===== src/rtl/ysyx_24110015_lsu_pkg.sv =====
// ----------------------------------------------------------------------------
// ysyx_24110015_lsu_pkg
// Shared definitions for the load/store unit: FSM state encoding, func3 codes
// for the supported access sizes, base byte-strobe patterns and small decode
// helpers used by the top level.
// ----------------------------------------------------------------------------
package ysyx_24110015_lsu_pkg;

  typedef enum logic [1:0] {
    S_IDLE = 2'd0,
    S_REQ  = 2'd1,
    S_WAIT = 2'd2,
    S_DONE = 2'd3
  } lsu_state_e;

  localparam logic [2:0] F3_B  = 3'b000;
  localparam logic [2:0] F3_H  = 3'b001;
  localparam logic [2:0] F3_W  = 3'b010;
  localparam logic [2:0] F3_BU = 3'b100;
  localparam logic [2:0] F3_HU = 3'b101;

  // Strobe pattern for an access starting at byte lane 0.
  localparam logic [3:0] STRB_B = 4'b0001;
  localparam logic [3:0] STRB_H = 4'b0011;
  localparam logic [3:0] STRB_W = 4'b1111;

  function automatic logic store_f3_legal(input logic [2:0] f3);
    logic ok;
    ok = (f3 == F3_B) || (f3 == F3_H) || (f3 == F3_W);
    return ok;
  endfunction

  // func3[1:0] carries the access size for every legal encoding, so the
  // alignment check only needs those two bits.
  function automatic logic misaligned(input logic [2:0] f3, input logic [1:0] off);
    logic bad;
    case (f3[1:0])
      2'b01:   bad = (off == 2'd3);
      2'b10:   bad = (off != 2'd0);
      default: bad = 1'b0;
    endcase
    return bad;
  endfunction

  function automatic logic [3:0] base_strb(input logic [2:0] f3);
    logic [3:0] s;
    case (f3[1:0])
      2'b00:   s = STRB_B;
      2'b01:   s = STRB_H;
      default: s = STRB_W;
    endcase
    return s;
  endfunction

endpackage


===== src/rtl/ysyx_24110015_lsu_ldext.sv =====
// ----------------------------------------------------------------------------
// ysyx_24110015_lsu_ldext
// Combinational load extractor: shifts the addressed bytes of a bus word down
// to bit 0 and sign/zero extends them according to func3.
//   rdata_i   : 32-bit word returned by the bus
//   off_i     : byte offset of the access within the word
//   func3_i   : load size/sign code
//   data_o    : extended writeback value
//   illegal_o : func3 is not a supported load encoding
// ----------------------------------------------------------------------------
module ysyx_24110015_lsu_ldext
  import ysyx_24110015_lsu_pkg::*;
(
  input  logic [31:0] rdata_i,
  input  logic [1:0]  off_i,
  input  logic [2:0]  func3_i,
  output logic [31:0] data_o,
  output logic        illegal_o
);

  logic [31:0] shifted;

  assign shifted = rdata_i >> {off_i, 3'b000};

  always_comb begin
    data_o    = '0;
    illegal_o = 1'b0;
    case (func3_i)
      F3_B:    data_o = {{24{shifted[7]}}, shifted[7:0]};
      F3_H:    data_o = {{16{shifted[15]}}, shifted[15:0]};
      F3_W:    data_o = shifted;
      F3_BU:   data_o = {24'd0, shifted[7:0]};
      F3_HU:   data_o = {16'd0, shifted[15:0]};
      default: illegal_o = 1'b1;
    endcase
  end

endmodule


===== src/rtl/ysyx_24110015_lsu.sv =====
// ----------------------------------------------------------------------------
// ysyx_24110015_lsu
// Load/store unit between EXU and WBU. Accepts one instruction per handshake,
// performs at most one aligned word-bus transaction, and presents the
// writeback result to WBU with a valid/ready handshake.
//   clk, rst          : clock, asynchronous active-low reset
//   in_*              : instruction from EXU (valid/ready handshake)
//   out_*             : writeback result to WBU (valid/ready handshake)
//   mem_req_*         : data-memory request (valid/ready)
//   mem_rsp_*         : data-memory response (always accepted in WAIT)
// ----------------------------------------------------------------------------
module ysyx_24110015_lsu
  import ysyx_24110015_lsu_pkg::*;
#(
  parameter int ADDR_W = 32
) (
  input  logic              clk,
  input  logic              rst,
  input  logic              in_valid,
  output logic              in_ready,
  input  logic [ADDR_W-1:0] in_addr,
  input  logic [31:0]       in_wdata,
  input  logic [2:0]        in_func3,
  input  logic              in_mem_read,
  input  logic              in_mem_write,
  input  logic              in_reg_write,
  input  logic [4:0]        in_wb_addr,
  output logic              out_valid,
  input  logic              out_ready,
  output logic [31:0]       out_wb_data,
  output logic              out_reg_write,
  output logic [4:0]        out_wb_addr,
  output logic              out_err,
  output logic              mem_req_valid,
  input  logic              mem_req_ready,
  output logic              mem_req_we,
  output logic [ADDR_W-1:0] mem_req_addr,
  output logic [31:0]       mem_req_wdata,
  output logic [3:0]        mem_req_wstrb,
  input  logic              mem_rsp_valid,
  input  logic [31:0]       mem_rsp_rdata,
  input  logic              mem_rsp_err
);

  lsu_state_e        state_q;
  logic [ADDR_W-1:0] addr_q;
  logic [31:0]       wdata_q;
  logic [2:0]        func3_q;
  logic              load_q;
  logic              store_q;
  logic              rw_q;
  logic [4:0]        wb_addr_q;
  logic [31:0]       wb_data_q;
  logic              err_q;

  logic              err_d;
  logic [2:0]        ext_func3;
  logic [1:0]        ext_off;
  logic [31:0]       ext_data;
  logic              ext_illegal;
  logic              req_active;
  logic [1:0]        off_q;

  assign off_q = addr_q[1:0];

  // One extractor serves both jobs: in IDLE it judges the incoming func3 for
  // load legality, afterwards it extends the response of the captured access.
  assign ext_func3 = (state_q == S_IDLE) ? in_func3 : func3_q;
  assign ext_off   = (state_q == S_IDLE) ? in_addr[1:0] : off_q;

  ysyx_24110015_lsu_ldext u_ldext (
    .rdata_i   (mem_rsp_rdata),
    .off_i     (ext_off),
    .func3_i   (ext_func3),
    .data_o    (ext_data),
    .illegal_o (ext_illegal)
  );

  always_comb begin
    err_d = 1'b0;
    if (in_mem_read && in_mem_write) begin
      err_d = 1'b1;
    end else if (in_mem_read) begin
      err_d = ext_illegal || misaligned(in_func3, in_addr[1:0]);
    end else if (in_mem_write) begin
      err_d = !store_f3_legal(in_func3) || misaligned(in_func3, in_addr[1:0]);
    end
  end

  always_ff @(posedge clk or negedge rst) begin
    if (!rst) begin
      state_q   <= S_IDLE;
      addr_q    <= '0;
      wdata_q   <= '0;
      func3_q   <= '0;
      load_q    <= 1'b0;
      store_q   <= 1'b0;
      rw_q      <= 1'b0;
      wb_addr_q <= '0;
      wb_data_q <= '0;
      err_q     <= 1'b0;
    end else begin
      case (state_q)
        S_IDLE: begin
          if (in_valid) begin
            addr_q    <= in_addr;
            wdata_q   <= in_wdata;
            func3_q   <= in_func3;
            load_q    <= in_mem_read;
            store_q   <= in_mem_write;
            rw_q      <= in_reg_write;
            wb_addr_q <= in_wb_addr;
            err_q     <= err_d;
            if (err_d) begin
              wb_data_q <= '0;
              state_q   <= S_DONE;
            end else if (in_mem_read || in_mem_write) begin
              wb_data_q <= '0;
              state_q   <= S_REQ;
            end else begin
              wb_data_q <= 32'(in_addr);
              state_q   <= S_DONE;
            end
          end
        end
        S_REQ: begin
          if (mem_req_ready) begin
            state_q <= S_WAIT;
          end
        end
        S_WAIT: begin
          if (mem_rsp_valid) begin
            state_q <= S_DONE;
            if (mem_rsp_err) begin
              err_q     <= 1'b1;
              wb_data_q <= '0;
            end else if (load_q) begin
              wb_data_q <= ext_data;
            end else begin
              wb_data_q <= '0;
            end
          end
        end
        S_DONE: begin
          if (out_ready) begin
            state_q <= S_IDLE;
          end
        end
        default: state_q <= S_IDLE;
      endcase
    end
  end

  // in_ready must read 0 while reset is held even though the state is IDLE.
  assign in_ready      = rst && (state_q == S_IDLE);

  assign out_valid     = (state_q == S_DONE);
  assign out_wb_data   = wb_data_q;
  assign out_wb_addr   = wb_addr_q;
  assign out_err       = err_q;
  assign out_reg_write = rw_q && !err_q && !store_q;

  assign req_active    = (state_q == S_REQ);
  assign mem_req_valid = req_active;
  assign mem_req_we    = req_active && store_q;
  assign mem_req_addr  = req_active ? {addr_q[ADDR_W-1:2], 2'b00} : '0;
  assign mem_req_wdata = req_active ? (wdata_q << {off_q, 3'b000}) : '0;
  assign mem_req_wstrb = (req_active && store_q) ? (base_strb(func3_q) << off_q) : 4'b0000;

endmodule


===== config.mk =====
export PLATFORM = sky130hd
export DESIGN_NAME = ysyx_24110015_lsu
export DESIGN_NICKNAME = d
export VERILOG_FILES = /design/src/rtl/ysyx_24110015_lsu_pkg.sv /design/src/rtl/ysyx_24110015_lsu_ldext.sv /design/src/rtl/ysyx_24110015_lsu.sv
export SDC_FILE = /design/constraint.sdc
export NUM_CORES = 1
export LEC_CHECK = 0
export CORE_MARGIN = 2
export CORE_UTILIZATION = 35
export DETAILED_ROUTE_END_ITERATION = 7
export PLACE_DENSITY = 0.76
export SKIP_LAST_GASP = 1
export SYNTH_ARGS = -nofsm -noshare
export SYNTH_HDL_FRONTEND = slang
export SYNTH_SLANG_ARGS = --single-unit

===== constraint.sdc =====
create_clock -name clk -period 2.9 [get_ports clk]
set_input_delay 0.58 -clock clk [delete_from_list [all_inputs] [get_ports clk]]
set_output_delay 0.58 -clock clk [all_outputs]
set_load 0.01 [all_outputs]

Word-level counts from Yosys, hierarchy flattened
Cells that the tools add are included.
{"block": "word_totals", "reg_bits": 110, "in_bits": 114, "output_inout_bits": 111, "word_cells": 90}
{"block": "classes", "eq_ne": 18, "shifts": 3, "n_mux": 35, "n_reduce_logical": 24}
{"cell": "$mux W32", "n": 8}
{"cell": "$pmux W32 S5", "n": 1}
{"cell": "$pmux W32 S2", "n": 1}
{"cell": "$shl A32 B5 Y32", "n": 1}
{"cell": "$shr A32 B5 Y32", "n": 1}
{"cell": "$mux W2", "n": 7}
{"cell": "$mux W1", "n": 12}
{"cell": "$eq A2 B2 Y1 const B", "n": 4}
{"cell": "$ne A2 B2 Y1 const B", "n": 4}
{"cell": "$pmux W2 S4", "n": 1}
{"cell": "$pmux W4 S2", "n": 1}
{"cell": "$reduce_and A4 Y1", "n": 2}
{"cell": "$eq A2 B1 Y1 const B", "n": 3}
{"cell": "$eq A3 B1 Y1 const B", "n": 2}
{"cell": "$eq A3 B2 Y1 const B", "n": 2}
{"cell": "$eq A3 B3 Y1 const B", "n": 2}
{"cell": "$logic_not A3 Y1", "n": 2}
{"cell": "$logic_and A1 B1 Y1", "n": 5}
{"cell": "$logic_or A1 B1 Y1", "n": 5}
{"cell": "$reduce_or A5 Y1", "n": 1}
{"cell": "$logic_not A2 Y1", "n": 2}
{"cell": "$mux W4", "n": 1}
{"cell": "$pmux W1 S2", "n": 2}
{"cell": "$reduce_bool A2 Y1", "n": 2}
{"cell": "6 further kinds", "n": 8}

Depth between registers and ports, before layout
Gate-level depths: netlist of run 1.
{"block": "logic_depth", "depth_word": 12, "ltp_mapped": 11, "ltp_nobuf": 7}

Hierarchy
From an unflattened synthesis of run 1, not the netlist that was laid out.
{"block": "hier_totals", "cells_unflattened": 599, "hier_area_um2": 6302.3}
{"mod": "ysyx_24110015_lsu", "n_inst": 1, "cells_each": 490, "area_each_um2": 5499.0, "seq_area_each_um2": 2752.6}
{"mod": "ysyx_24110015_lsu_ldext", "n_inst": 1, "cells_each": 109, "area_each_um2": 803.3, "seq_area_each_um2": 0.0}

Worst setup path after synthesis of run 1
OpenSTA, ideal clock, no wires.
{"block": "synth_timing", "kind": "register to register", "start": "register state_q[0]", "end": "register wb_data_q[23] (netlist: out_wb_data[23])", "setup_time_ps": 141, "arrival_time_ps": 2049, "required_time_ps": 2759, "path_slack_ps": 709, "stages_incl_launch_ff": 10, "n_path_buf": 2, "period_less_slack_ps": 2191, "cell_sequence": "dfrtp_1 inv_1 ha_1 buf_4 mux2i_4 mux2i_2 o32ai_4 o21bai_4 buf_6 o221ai_1"}
{"block": "synth_via", "elab_chain_len": 11, "word_cells_on_any_way": 26, "cone_classes": "7 x eq/ne; 1 x shift; 12 x mux; 6 x reduce/logical"}
{"item": "from (decl)", "line_no": "ysyx_24110015_lsu.sv:45", "text": "lsu_state_e state_q;"}
{"item": "from (signal assigned)", "line_no": "ysyx_24110015_lsu.sv:92", "text": "state_q <= S_IDLE;"}
{"item": "from (signal assigned)", "line_no": "ysyx_24110015_lsu.sv:116", "text": "state_q <= S_DONE;"}
{"item": "from (signal assigned)", "line_no": "ysyx_24110015_lsu.sv:119", "text": "state_q <= S_REQ;"}
{"item": "branches (longest 11 deep; another with $shr A32 B5 Y32)"}
{"item": "to (signal assigned)", "line_no": "ysyx_24110015_lsu.sv:121", "text": "wb_data_q <= 32'(in_addr);"}
{"item": "to (signal assigned)", "line_no": "ysyx_24110015_lsu.sv:138", "text": "wb_data_q <= ext_data;"}
{"item": "to (decl)", "line_no": "ysyx_24110015_lsu.sv:53", "text": "logic [31:0] wb_data_q;"}
Several ways; the timed one is not identified. The select of a mux whose other input is x is not followed.
A chain may end at the register's enable or synchronous reset.

Worst setup path in the final report of run 1
{"block": "layout_timing", "start": "register state_q[0]", "end": "output port in_ready"}
{"block": "layout_via", "elab_chain_len": 2}
{"item": "$logic_not A2 Y1", "line_no": "ysyx_24110015_lsu.sv:155", "text": "assign in_ready = rst && (state_q == S_IDLE);"}
{"item": "$logic_and A1 B1 Y1", "line_no": "ysyx_24110015_lsu.sv:155"}
{"item": "to (decl)", "line_no": "ysyx_24110015_lsu.sv:20", "text": "output logic in_ready,"}
Every way passes these cells.

==> metrics, run 1 <==
Fin. Hold Viols=0; ranking of synthesized cells by area=dfrtp_1, mux2_2, mux2i_1, nand2_1, and2_1; clk_lat worst skew=0.36 ns; Worst Reg-to-Reg Cells=8; reg2reg start=state_q[0]$_DFFE_PN0P_; pwr dens=1020 nW/um2; minimum clock period=2.83 ns; global-route wire length before repair=30700 um; Tot GR Track Use=0.213; first element of the critical path=state_q[0]$_DFFE_PN0P_; CTS Buf Count=9; die area=18900 um2; Synth cell types=54; Worst EP required=2.32 ns; Worst setup EP type=primary output; max cap viols=0; number of global-route vias before repair=5623; Hold Path Class=in -> async; status=finished clean; dominant synthesized flop cell=dfrtp_1; Rows=48; Worst Path Arrival=2.25 ns; Vias/cell=5.25; Synth async-reset ratio=1.00; area taken by multi-input logic gates=3270 um2; top cell type's share of synthesized area=0.442; Gate Count Post-Synth=603; Area Overhead vs Synth=46.4%; crit share post-route=0.977; Final Slew Violations=0; Slew HR=0.486; share of cells above drive strength 1=0.178; CP Launch Type=register; Syn Area/Cell=10.3 um2; RSZ-0062 raised after global routing=yes; number of antenna-violating nets in the routed design=0; Layout Utilization=0.526; final setup vio count=0; initial antenna violation count=0; Core ar.=17400 um2; Reg area=2750 um2; DR iter-0 viols=388; routed len/inst=18.9 um; Post-synth EDFFs=0; worst ir drop on vdd=0.517 mV; Fmax=0.353 GHz; Fin Clk Skew=0.0127 ns; Worst R2R Setup Slack=0.27 ns; Worst Tran Pin Value=0.771 ns; Clk pin slew, worst setup/hold paths=0.08 ns; largest net degree at the start of global routing=111; fillcell total=1604; root buffer cell=clkbuf_16; cell taking the most area after synthesis=dfrtp_1; CTS sink cnt=110; DRC=0; I/O Buffers=222; H-tree levels=3; dpl cells=1032; sequential area share after synthesis=0.442; #FFs+latches synth=110; P_leak=3.93 nW; GPL Wtd Cong=0.857; GRT overflow=0; detailed placer's ending HPWL=14800 um; Placed Area=8770 um2; 1st-pass router iterations=6; CP Max Fanout=17; TritonCTS clock tree=built; vias after detailed routing=5511; final-stage net count=941; Setup CP Type=reg -> out; DIE WIDTH=137 um; post-detailed-routing wire length=19800 um; Die H=137 um; Mapped Area=6230 um2; diode count=0; most frequent cell after synthesis=dfrtp_1; Design Area, Final=9130 um2; Initial Util=0.359; synth cell count leaders=dfrtp_1, nand2_1, mux2_2, and2_1, mux2i_1; clk buf depth=2; Ys Warns=0; Crit Reg-Reg Endpoint=out_wb_data[22]$_DFFE_PN0P_; Post-Layout Cell Count=1050; IO Pins=225
==> cell families after synthesis <==
group | Yosys count | share of synthesized area
compound gates | 103 | 0.128
fa+ha+maj | 7 | 0.0140
buf+inv | 55 | 0.0407
flops | 110 | 0.442
mux | 121 | 0.215
other cells | 1 | 0.000602
simple gates | 206 | 0.160
==> report_power, final <==
part / leakage, nW / internal [mW] / switching (mW) / total, mW
Sequential: 1.35 / 2.25 / 0.445 / 2.69
Combinational: 2.42 / 2.68 / 2.62 / 5.30
Clock: 0.154 / 0.728 / 0.611 / 1.34
==> through the flow <==
step	worst slack [ns]	power [mW]	setup TNS, ns	hold WS, ns
floorplan	0.709	5.80	0	0.284
global placement	0.129	7.87	0	0.463
detailed placement	0.0718	7.98	0	0.474
CTS	0.0430	9.36	0	0.383
global route	-0.0755	9.97	-0.263	0.386
finish	0.0680	9.33	0	0.351
==> worst max-delay path: stages, from the launching register on <==
cell and delay [ns]:
dfrtp_1 0.42, inv_1 0.10, ha_2 0.36, buf_4 0.30, and2_1 0.18, clkdlybuf4s50_1 0.54
==> flip-flops by register name, indices dropped and copies added, names as in the netlist <==
signal / cells
addr_q: 32
out_wb_data: 32
wdata_q: 32
out_wb_addr: 5
func3_q: 3
state_q: 2
load_q: 1
out_err: 1
rw_q: 1
store_q: 1
==> placed cells by master, fill, tap and decap left out, drive strengths merged, types with 2 or more instances in the layout <==
master / n
o22ai: 8
o2bb2ai: 8
inv: 12
clkdlybuf4s50: 217
nor3: 6
a31oi: 3
mux2i: 40
o21ai: 16
ha: 7
o32ai: 2
o211a: 7
and3: 3
a32oi: 7
dlymetal6s2s: 4
and2: 39
mux2: 81
a211oi: 14
clkbuf: 11
nand2b: 2
nor2: 30
nor3b: 3
clkinv: 3
nand2: 82
o21bai: 3
conb: 2
or2: 2
nor2b: 4
a21oi: 14
buf: 27
nand4: 8
o2111ai: 7
o22a: 2
nand3: 24
dfrtp: 110
a21o: 2
a22o: 3
==> what timing repair did <==
item	CTS	global route
hold buffers	0	0
setup buffers	0	2
cloned	0	0
setup endpoints to repair	2	11
gates resized for setup	2	7
==> cell type report <==
type | count | area share
multi-input cells | 439 | 0.358
flip-flops and latches | 110 | 0.302
repair buffers | 248 | 0.270
well taps | 225 | 0.0308
clock buffers | 11 | 0.0277
clock inverters | 5 | 0.00726
inverters | 12 | 0.00507
==> layer usage <==
layer  global-route usage  part of all wire
met1                0.275              0.43
met2                0.351              0.47
met3               0.0552             0.073
met4               0.0601             0.022
met5                    0                 0
==> worst max path at each step <==
stage                                   to  depth (start not counted)
2_1_floorplan  out_wb_data[23]$_DFFE_PN0P_                          9
3_3_place_gp   out_wb_data[23]$_DFFE_PN0P_                          6
3_5_place_dp   out_wb_data[22]$_DFFE_PN0P_                          6
4_1_cts                   mem_req_wstrb[2]                          6
5_1_grt                           in_ready                          5
6_report                          in_ready                          5
(Power assumes the default switching activity.)
==> run 2, diff against run 1 <==
ABC_AREA = 1   (was unset)
CORE_MARGIN = 4   (was 2)
PLACE_DENSITY = 0.75   (was 0.76)
==> run 2 against run 1 <==
Critical endpoint is now mem_req_wdata[25]. Power rose by 14%. Sequential power rose by 3%. Register-to-register slack improved by 0.09 ns. Clock power about the same. Combinational power grew 24%. Critical path depth is 1 higher. Largest cell class unchanged. Cell count is 21% higher. First-iteration DRC count rose by 43%.
==> metrics, run 2 <==
status=finished clean; Post-Layout Cell Count=1267; Logic pwr share=0.616; max cap viols=0; Hold Path Class=in -> async; Die H=146 um; minimum clock period=2.77 ns; Vias/cell=4.93; number of global-route vias before repair=6007; CP Max Fanout=32; Reg power frac=0.261; Worst setup EP type=primary output; Setup CP Type=reg -> out; worst ir drop on vdd=0.488 mV; met2 WL=9520 um; Place WS=0.360 ns; pwr dens=1150 nW/um2; Slew HR=0.591; commonest non-fill, non-tap cells in the layout=clkdlybuf4s50_1, nand2_1, dfrtp_1; Placed Area=9000 um2; Gate Count Post-Synth=827; post-detailed-routing wire length=20900 um; Crit Reg-Reg Endpoint=out_wb_data[29]$_DFFE_PN0P_; DRT met1 WL=9720 um; 1st-pass router iterations=5; crit share post-route=0.956; Worst Path Arrival=2.19 ns; clk_lat worst skew=0.36 ns; Clk pin slew, worst setup/hold paths=0.08 ns; sequential area share after synthesis=0.416; Post-synth EDFFs=0; Layout Utilization=0.500; internal cell power=5.99 mW; IO Pins=225; Area Overhead vs Synth=40.7%; CTS sink cnt=110; I/O Buffers=222; DR iter-0 viols=554; most frequent cell after synthesis=nand2_1; dpl cells=1250; Worst Setup EP=mem_req_wdata[25]; vias after detailed routing=6242; TritonCTS clock tree=built; Final Slew Violations=0; CTS Buf Count=9; #FFs+latches synth=110; Ys Warns=0; Syn Area/Cell=8.00 um2; routed len/inst=16.5 um; dominant synthesized flop cell=dfrtp_1; fin worst setup slack=0.127 ns; H-tree levels=3; die area=21200 um2; RSZ-0062 raised after global routing=no; met3 WL=1010 um; Mapped Area=6620 um2; global-route wire length before repair=32900 um; cell taking the most area after synthesis=dfrtp_1; top cell type's share of synthesized area=0.416; detailed placer's ending HPWL=15900 um; Synth cell types=39; GRT overflow=0; CP Launch Type=register; Sw Pwr=4.68 mW; DRC=0; Synth async-reset ratio=1.00; Top Layer Used=met4; initial antenna violation count=0; reg2reg start=state_q[0]$_DFFE_PN0P_; share of cells above drive strength 1=0.148; Fin Clk Skew=0.00842 ns; GPL Wtd Cong=0.919; Design Area, Final=9310 um2; clk buf depth=2; largest net degree at the start of global routing=111; Worst R2R Setup Slack=0.36 ns; setup TNS=0 ns; Worst Tran Pin Value=0.614 ns; synth cell count leaders=nand2_1, dfrtp_1, a21oi_1, inv_1, nor2_1; final-stage net count=1148; first element of the critical path=state_q[1]$_DFFE_PN0P_; P_leak=4.39 nW; post-CTS setup buffer count=0; Worst EP required=2.32 ns; Tot GR Track Use=0.193; Rows=50; Core ar.=18600 um2; Worst Reg-to-Reg Cells=11; Initial Util=0.355; DIE WIDTH=146 um; Fin. Hold Viols=0; root buffer cell=clkbuf_16; # hold bufs at CTS=0; clock group share of total power=0.123; ranking of synthesized cells by area=dfrtp_1, nand2_1, mux2_2, a21oi_1, inv_1; Fmax=0.361 GHz; number of antenna-violating nets in the routed design=0; commonest non-fill, non-tap cell in the layout=clkdlybuf4s50_1; final setup vio count=0; sw frac=0.438
[run 2: cell types whose count changed in the layout (fill, tap and decap cells not counted), sizes merged, moves of 8 or more]
cell	change
nor2	+52
a21oi	+85
and2	-39
o21ai	+34
o2bb2ai	-8
mux2i	-39
inv	+81
nand4	-8
nand3	+28
mux2	-28
o22ai	+8
a211oi	-14
nand2	+122
[run 2: per-layer routing]
layer	up-vias	track usage
met4	0	0.0821
met3	38	0.0321
li1	3067	-
met1	2943	0.271
met5	-	0
met2	194	0.294
[run 2: power groups by stage]
stage	sequential (mW)	clock, mW	combinational (mW)
after floorplan	2.81	0	4.11
after global placement	2.78	0	6.46
after detailed placement	2.80	0	6.58
after CTS	2.78	1.34	6.60
after global routing	2.88	1.41	7.23
final	2.78	1.31	6.58
[run 2: final cells by class]
| cell class | count | area, um2 |
|---|---|---|
| clock inverters | 6 | 67.6 |
| flip-flops and latches | 110 | 2750 |
| clock buffers | 10 | 239 |
| fillers | 1778 | 9330 |
| repair buffers | 241 | 2410 |
| inverters | 91 | 349 |
| diodes | 1 | 2.50 |
| well taps | 234 | 293 |
| multi-input cells | 574 | 3200 |
[run 2: logic make-up (layout without fill, tap and decap cells)]
kind of cell | Yosys count | after routing | synth area share
other | 1 | 3 | 0.000567
buffers and inverters | 144 | 348 | 0.104
and+or+nand+nor | 344 | 344 | 0.233
DFF | 110 | 110 | 0.416
muxes | 54 | 54 | 0.0917
AOI/OAI and AO/OA | 167 | 167 | 0.142
adders and majority gates | 7 | 7 | 0.0132
[run 2: worst min-delay path by stage]
stage,start,to,slack [ns],cells after the start
2_1_floorplan,rst,addr_q[0]$_DFFE_PN0P_,0.28,0
3_3_place_gp,load_q$_DFFE_PN0P_,load_q$_DFFE_PN0P_,0.46,2
3_5_place_dp,load_q$_DFFE_PN0P_,load_q$_DFFE_PN0P_,0.48,2
4_1_cts,rst,addr_q[7]$_DFFE_PN0P_,0.37,2
5_1_grt,rst,out_wb_data[1]$_DFFE_PN0P_,0.40,2
6_report,rst,out_wb_data[8]$_DFFE_PN0P_,0.35,2
[run 2: what timing repair did]
action                                  CTS  global route
cloned                                    0             0
gates resized for setup                   1             1
endpoints found under the setup margin    8            11
[run 2: worst max-delay path, stage by stage (launching register included)]
cell and delay (ns):
dfrtp_1 0.42, inv_1 0.09, ha_2 0.23, nand2_1 0.08, buf_4 0.24, o22ai_1 0.20, clkdlybuf4s50_1 0.58
[run 2: metrics by stage]
step / hold slack, ns / power, mW
after floorplan: 0.284 / 6.91
after global placement: 0.463 / 9.24
after detailed placement: 0.478 / 9.38
after CTS: 0.375 / 10.7
after global routing: 0.405 / 11.5
final: 0.347 / 10.7
